$ cat src/rtl/uart_frame_parser_pkg.sv
// Shared constants, state encodings and CRC-8 helper for the UART frame parser.
package uart_frame_parser_pkg;

  localparam logic [7:0]  HEADER_BYTE = 8'hA5;
  localparam logic [7:0]  CRC8_POLY   = 8'h07;
  localparam logic [7:0]  CRC8_INIT   = 8'h00;
  localparam int unsigned NUM_OUT     = 11;

  localparam logic [1:0] ST_IDLE    = 2'd0;
  localparam logic [1:0] ST_PAYLOAD = 2'd1;
  localparam logic [1:0] ST_CHECK   = 2'd2;

  // CRC-8 (MSB first, no reflection, no final XOR) folded over one byte.
  function automatic logic [7:0] crc8_update(input logic [7:0] crc, input logic [7:0] data);
    logic [7:0] c;
    c = crc ^ data;
    for (int i = 0; i < 8; i++) begin
      c = c[7] ? ({c[6:0], 1'b0} ^ CRC8_POLY) : {c[6:0], 1'b0};
    end
    return c;
  endfunction

endpackage

$ cat src/rtl/uart_frame_parser_crc8_byte.sv
// Combinational next-CRC from the running CRC and one data byte.
module crc8_byte
  import uart_frame_parser_pkg::*;
(
  input  logic [7:0] i_crc,
  input  logic [7:0] i_data,
  output logic [7:0] o_crc_c
);

  // Single-byte CRC fold.
  always_comb begin
    o_crc_c = crc8_update(i_crc, i_data);
  end

endmodule

$ cat src/rtl/uart_frame_parser.sv
// Parses header / payload / CRC-8 frames from a byte-strobe UART receiver.
module uart_frame_parser
  import uart_frame_parser_pkg::*;
#(
  parameter int unsigned _PAYLOAD_LEN = 11,
  parameter logic [7:0]  _HEADER      = HEADER_BYTE,
  parameter int unsigned _TIMEOUT_CYC = 50000
) (
  input  logic       sys_clk,
  input  logic       sys_rst,
  input  logic [7:0] uart_data,
  input  logic       uart_done,
  output logic [7:0] rev_data0,
  output logic [7:0] rev_data1,
  output logic [7:0] rev_data2,
  output logic [7:0] rev_data3,
  output logic [7:0] rev_data4,
  output logic [7:0] rev_data5,
  output logic [7:0] rev_data6,
  output logic [7:0] rev_data7,
  output logic [7:0] rev_data8,
  output logic [7:0] rev_data9,
  output logic [7:0] rev_data10,
  output logic       pack_done,
  output logic       crc_err,
  output logic       timeout_err,
  output logic       busy,
  output logic [7:0] frame_cnt,
  output logic [7:0] err_cnt
);

  localparam int unsigned IDX_W = 8;
  localparam int unsigned GAP_W = $clog2(_TIMEOUT_CYC + 1);

  logic [1:0]       r_state;
  logic [1:0]       w_state_nxt;
  logic [IDX_W-1:0] r_idx;
  logic [7:0]       r_crc;
  logic [7:0]       w_crc_nxt;
  logic [GAP_W-1:0] r_gap;
  logic [7:0]       r_shadow [NUM_OUT];
  logic [7:0]       r_rev    [NUM_OUT];
  logic             r_pack_done;
  logic             r_crc_err;
  logic             r_timeout_err;
  logic             r_busy;
  logic [7:0]       r_frame_cnt;
  logic [7:0]       r_err_cnt;
  logic             w_start;
  logic             w_store;
  logic             w_accept;
  logic             w_reject;
  logic             w_timeout;
  logic             w_gap_hit;

  crc8_byte u_crc8_byte (
    .i_crc   (r_crc),
    .i_data  (uart_data),
    .o_crc_c (w_crc_nxt)
  );

  assign w_gap_hit = (r_gap == GAP_W'(_TIMEOUT_CYC - 1));

  // Next-state and per-cycle event decode; a byte strobe always beats the timeout.
  always_comb begin
    w_state_nxt = r_state;
    w_start     = 1'b0;
    w_store     = 1'b0;
    w_accept    = 1'b0;
    w_reject    = 1'b0;
    w_timeout   = 1'b0;
    case (r_state)
      ST_IDLE: begin
        if (uart_done && (uart_data == _HEADER)) begin
          w_start     = 1'b1;
          w_state_nxt = ST_PAYLOAD;
        end
      end
      ST_PAYLOAD: begin
        if (uart_done) begin
          w_store = 1'b1;
          if (r_idx == IDX_W'(_PAYLOAD_LEN - 1)) begin
            w_state_nxt = ST_CHECK;
          end
        end else if (w_gap_hit) begin
          w_timeout   = 1'b1;
          w_state_nxt = ST_IDLE;
        end
      end
      ST_CHECK: begin
        if (uart_done) begin
          w_state_nxt = ST_IDLE;
          if (uart_data == r_crc) begin
            w_accept = 1'b1;
          end else begin
            w_reject = 1'b1;
          end
        end else if (w_gap_hit) begin
          w_timeout   = 1'b1;
          w_state_nxt = ST_IDLE;
        end
      end
      default: w_state_nxt = ST_IDLE;
    endcase
  end

  // State register.
  always_ff @(posedge sys_clk) begin
    if (sys_rst) begin
      r_state <= ST_IDLE;
    end else begin
      r_state <= w_state_nxt;
    end
  end

  // Frame datapath: index, running CRC, gap counter, shadow and published payload.
  always_ff @(posedge sys_clk) begin
    if (sys_rst) begin
      r_idx <= '0;
      r_crc <= CRC8_INIT;
      r_gap <= '0;
      for (int k = 0; k < NUM_OUT; k++) begin
        r_shadow[k] <= '0;
        r_rev[k]    <= '0;
      end
    end else begin
      if (w_start) begin
        r_idx <= '0;
        r_crc <= CRC8_INIT;
      end else if (w_store) begin
        r_idx <= r_idx + IDX_W'(1);
        r_crc <= w_crc_nxt;
      end
      if (uart_done || (w_state_nxt == ST_IDLE)) begin
        r_gap <= '0;
      end else begin
        r_gap <= r_gap + GAP_W'(1);
      end
      for (int k = 0; k < NUM_OUT; k++) begin
        if (w_store && (r_idx == IDX_W'(k))) begin
          r_shadow[k] <= uart_data;
        end
      end
      if (w_accept) begin
        r_rev <= r_shadow;
      end
    end
  end

  // Status pulses, busy flag and frame/error counters.
  always_ff @(posedge sys_clk) begin
    if (sys_rst) begin
      r_pack_done   <= 1'b0;
      r_crc_err     <= 1'b0;
      r_timeout_err <= 1'b0;
      r_busy        <= 1'b0;
      r_frame_cnt   <= '0;
      r_err_cnt     <= '0;
    end else begin
      r_pack_done   <= w_accept;
      r_crc_err     <= w_reject;
      r_timeout_err <= w_timeout;
      r_busy        <= (w_state_nxt != ST_IDLE);
      if (w_accept) begin
        r_frame_cnt <= r_frame_cnt + 8'd1;
      end
      if ((w_reject || w_timeout) && (r_err_cnt != 8'hFF)) begin
        r_err_cnt <= r_err_cnt + 8'd1;
      end
    end
  end

  assign rev_data0   = r_rev[0];
  assign rev_data1   = r_rev[1];
  assign rev_data2   = r_rev[2];
  assign rev_data3   = r_rev[3];
  assign rev_data4   = r_rev[4];
  assign rev_data5   = r_rev[5];
  assign rev_data6   = r_rev[6];
  assign rev_data7   = r_rev[7];
  assign rev_data8   = r_rev[8];
  assign rev_data9   = r_rev[9];
  assign rev_data10  = r_rev[10];
  assign pack_done   = r_pack_done;
  assign crc_err     = r_crc_err;
  assign timeout_err = r_timeout_err;
  assign busy        = r_busy;
  assign frame_cnt   = r_frame_cnt;
  assign err_cnt     = r_err_cnt;

endmodule

$ cat config.mk
export PLATFORM = sky130hd
export DESIGN_NAME = uart_frame_parser
export DESIGN_NICKNAME = d
export VERILOG_FILES = /design/src/rtl/uart_frame_parser_pkg.sv /design/src/rtl/uart_frame_parser_crc8_byte.sv /design/src/rtl/uart_frame_parser.sv
export SDC_FILE = /design/constraint.sdc
export NUM_CORES = 1
export LEC_CHECK = 0
export CAP_MARGIN = 10
export CORE_MARGIN = 2
export CORE_UTILIZATION = 55
export DETAILED_ROUTE_END_ITERATION = 8
export PLACE_DENSITY = 0.87
export SLEW_MARGIN = 20
export SYNTH_ARGS = -nofsm -noshare
export SYNTH_HDL_FRONTEND = slang
export SYNTH_SLANG_ARGS = --single-unit
export TNS_END_PERCENT = 30
$ cat constraint.sdc
create_clock -name sys_clk -period 4.4 [get_ports sys_clk]
set_input_delay 0.88 -clock sys_clk [delete_from_list [all_inputs] [get_ports sys_clk]]
set_output_delay 0.88 -clock sys_clk [all_outputs]
set_load 0.005 [all_outputs]
==> results.py <==
metrics = {
    "sta": {
        "max_freq_ghz": 0.308,
        "fin_crit_sh": 0.737,
        "drv_slew": 0,
        "finalSetupViolCount": 0,
        "worst_pin_slew_ps": 982,
        "fin_worst_skew_ps": 15.4,
        "finalSetupTns_ps": 0,
        "rsz0062_at_grt": "no",
        "slew_headroom": 0.342,
        "hold_viol_final": 0,
        "period_needed_ps": 3240,
    },
    "die": {
        "initial_core_util": 0.565,
        "dieWidth_um": 132,
        "fp.dieH_um": 132,
        "fp.dieArea_um2": 17400,
        "pin_count": 119,
        "num_rows": 46,
        "core_um2": 15900,
    },
    "power_and_ir_drop": {
        "seqPwrFrac": 0.489,
        "power_density_nw_per_um2": 383,
        "p_int_mw": 3.38,
        "swShare": 0.206,
        "ir_worst_vdd_mv": 0.312,
        "switchingPower_uw": 880,
        "finalPower_mw": 4.26,
        "p_leak_nw": 4.04,
        "comb_power_share": 0.025,
        "clkPwrFrac": 0.486,
    },
    "global_routing": {
        "grt_pass1_vias": 7186,
        "globalRouteOverflowTotal": 0,
        "grtUsageTotal": 0.244,
        "grt_pass1_wl_um": 35400,
        "antenna_found_initial": 0,
        "grt_max_degree": 94,
    },
    "placed_design": {
        "dp.final_hpwl_um": 13200,
        "dpl_cell_area_um2": 10300,
        "io_buffers": 118,
        "gp_congestion": 0.827,
    },
    "critical_path": {
        "cp_max_fo": 13,
        "cp.required_ps": 4800,
        "worstSetupPathType": "primary input to flip-flop",
        "start_kind": "primary input",
        "cp.arrival_ps": 3640,
        "cp-end-kind": "flip-flop",
    },
    "detailed_routing": {
        "vias": 7402,
        "vias_per_cell": 5.54,
        "firstDrtPassIters": 5,
        "wire_per_inst_um": 16.4,
        "drc_errors": 0,
        "routed_wl_um": 21900,
        "antenna_left": 0,
        "drtIter0Drc": 592,
    },
    "synth": {
        "yosysTopAreaCellShare": 0.512,
        "synth_cells": 1011,
        "synth_area_um2": 9000,
        "syn-num-nets": 1036,
        "synth_top_area_cell": "dfxtp_1",
        "synth_area_leaders": "dfxtp_1 51%, nand2_1 9.2%, mux2i_1 9.0%, a21oi_1 6.3%, nor2_1 4.8%",
        "ys_types": 51,
        "yosys_warnings": 0,
        "ys_seq_elements": 230,
        "synth_edf_count": 0,
        "syn_area_per_cell_um2": 8.90,
        "synthTopCellsByCount": "230 x dfxtp_1, 221 x nand2_1, 114 x nor2_1",
        "ys.flop_type": "dfxtp_1",
        "postSynth.asyncResetShare": 0,
        "yosysMostFrequentCell": "dfxtp_1",
        "seq_area_frac_synth": 0.512,
    },
    "layout": {
        "multi_input_area_um2": 4070,
        "ff_latch_area_um2": 4600,
        "nets": 1128,
        "antenna_cells": 0,
        "drive_above_1_share": 0.0688,
        "fill_cells": 1144,
        "area_delta_synth_final_pct": 23.7,
        "post-route-util": 0.698,
        "final_area_um2": 11100,
    },
    "flow_run": {
        "maxCapViolCount": 0,
    },
    "clock_network": {
        "tritoncts": "done",
        "cts_max_path_buffers": 3,
        "post_cts_buffers": 0,
        "cts_root_buffer": "clkbuf_16",
        "hold_buffers": 0,
        "cts_sinks": 230,
        "clk_pin_slew_ps": 60,
        "postCtsResizedCells": 0,
        "clkLatencyLatePin_ps": 520,
        "htree_levels": 1,
        "numCtsBuffers": 23,
    },
    "min_path": {
        "min_path_type": "flip-flop to flip-flop",
    },
    "run_status": {
        "status": "finished clean",
    },
}
[area by class of cell]
| cell class | instances | share of cell area |
|---|---|---|
| clock buffer | 35 | 0.0621 |
| clock inverter | 7 | 0.0115 |
| inverter | 14 | 0.00472 |
| multi-input combinational | 702 | 0.366 |
| sequential | 230 | 0.414 |
| tap | 216 | 0.0243 |
| timing repair buffer | 132 | 0.118 |
[cell families (layout without fill, tap and decap cells)]
group,after synthesis,in the layout,synth area share
mux,82,82,0.0913
fa+ha+maj,14,14,0.0195
flops,230,230,0.512
xor+xnor,46,46,0.0481
simple gates,423,423,0.209
compound gates,137,137,0.0844
buf+inv,79,188,0.0361
[critical path, stage by stage]
cell,delay [ps]
clkdlybuf4s50_1,390
buf_4,190
xnor2_1,360
ha_1,210
and3_1,220
a31oi_1,120
a31oi_1,760
nor2b_1,180
mux2_2,320
[layer usage]
layer,routed length (um),vias up,track usage
met5,0,-,0
met2,11000,250,0.429
met1,9050,3577,0.302
met3,1260,42,0.0365
li1,-,3533,-
met4,510,0,0.0900
[power groups by stage]
| stage | Combinational [mW] | Sequential (mW) | Clock (mW) |
|---|---|---|---|
| 2_1_floorplan | 0.0668 | 2.13 | 0 |
| 3_3_place_gp | 0.104 | 2.13 | 0 |
| 3_5_place_dp | 0.104 | 2.13 | 0 |
| 4_1_cts | 0.105 | 2.08 | 2.09 |
| 5_1_grt | 0.113 | 2.08 | 2.18 |
| 6_report | 0.107 | 2.08 | 2.07 |
[stage by stage]
stage	hold WS, ps	worst slack (ps)	cells
finish	447	1160	1336
CTS	449	1220	1336
floorplan	431	1890	1011
global placement	439	915	1294
detailed placement	443	701	1294
global route	464	957	1336
[worst paths after layout]
check                from  slack [ps]  cells past startpoint           end
max          uart_data[7]        1160                      9    err_cnt[0]
min          r_shadow[19]         450                      2  rev_data8[3]
max reg2reg      r_crc[7]        1820                      7    err_cnt[0]
min reg2reg  r_shadow[19]         450                      2  rev_data8[3]
[flip-flops by register name (all words and copies together) (netlist names), 2 cells and up]
name        flops
frame_cnt       8
rev_data3       8
r_idx           8
rev_data9       8
rev_data6       8
err_cnt         8
r_crc           8
rev_data8       8
r_state         2
rev_data5       8
rev_data4       8
rev_data1       8
rev_data10      8
r_gap          16
rev_data7       8
rev_data0       8
rev_data2       8
r_shadow       88
[cell usage in the layout (no fill, tap or decap), types with 3 or more instances in the layout]
cell | Yosys | layout
dfxtp_1 | 230 | 230
xnor2_1 | 26 | 26
nor3_1 | 4 | 4
clkbuf_16 | 0 | 23
or3_1 | 8 | 8
nand2b_1 | 4 | 4
inv_1 | 14 | 14
nor2_1 | 114 | 114
and4_1 | 5 | 4
ha_1 | 14 | 14
bufinv_16 | 0 | 3
a21oi_1 | 113 | 113
clkbuf_8 | 0 | 7
nand2_1 | 221 | 221
mux2i_1 | 81 | 81
buf_4 | 1 | 12
clkdlybuf4s50_1 | 0 | 117
nor2_2 | 10 | 10
clkbuf_1 | 53 | 5
nor2b_1 | 4 | 4
o21ai_0 | 9 | 9
nand4_1 | 11 | 11
nand3_1 | 13 | 13
xor2_1 | 18 | 18
and3_1 | 9 | 9
a211oi_1 | 3 | 3
Power figures use the tool's default switching activity.
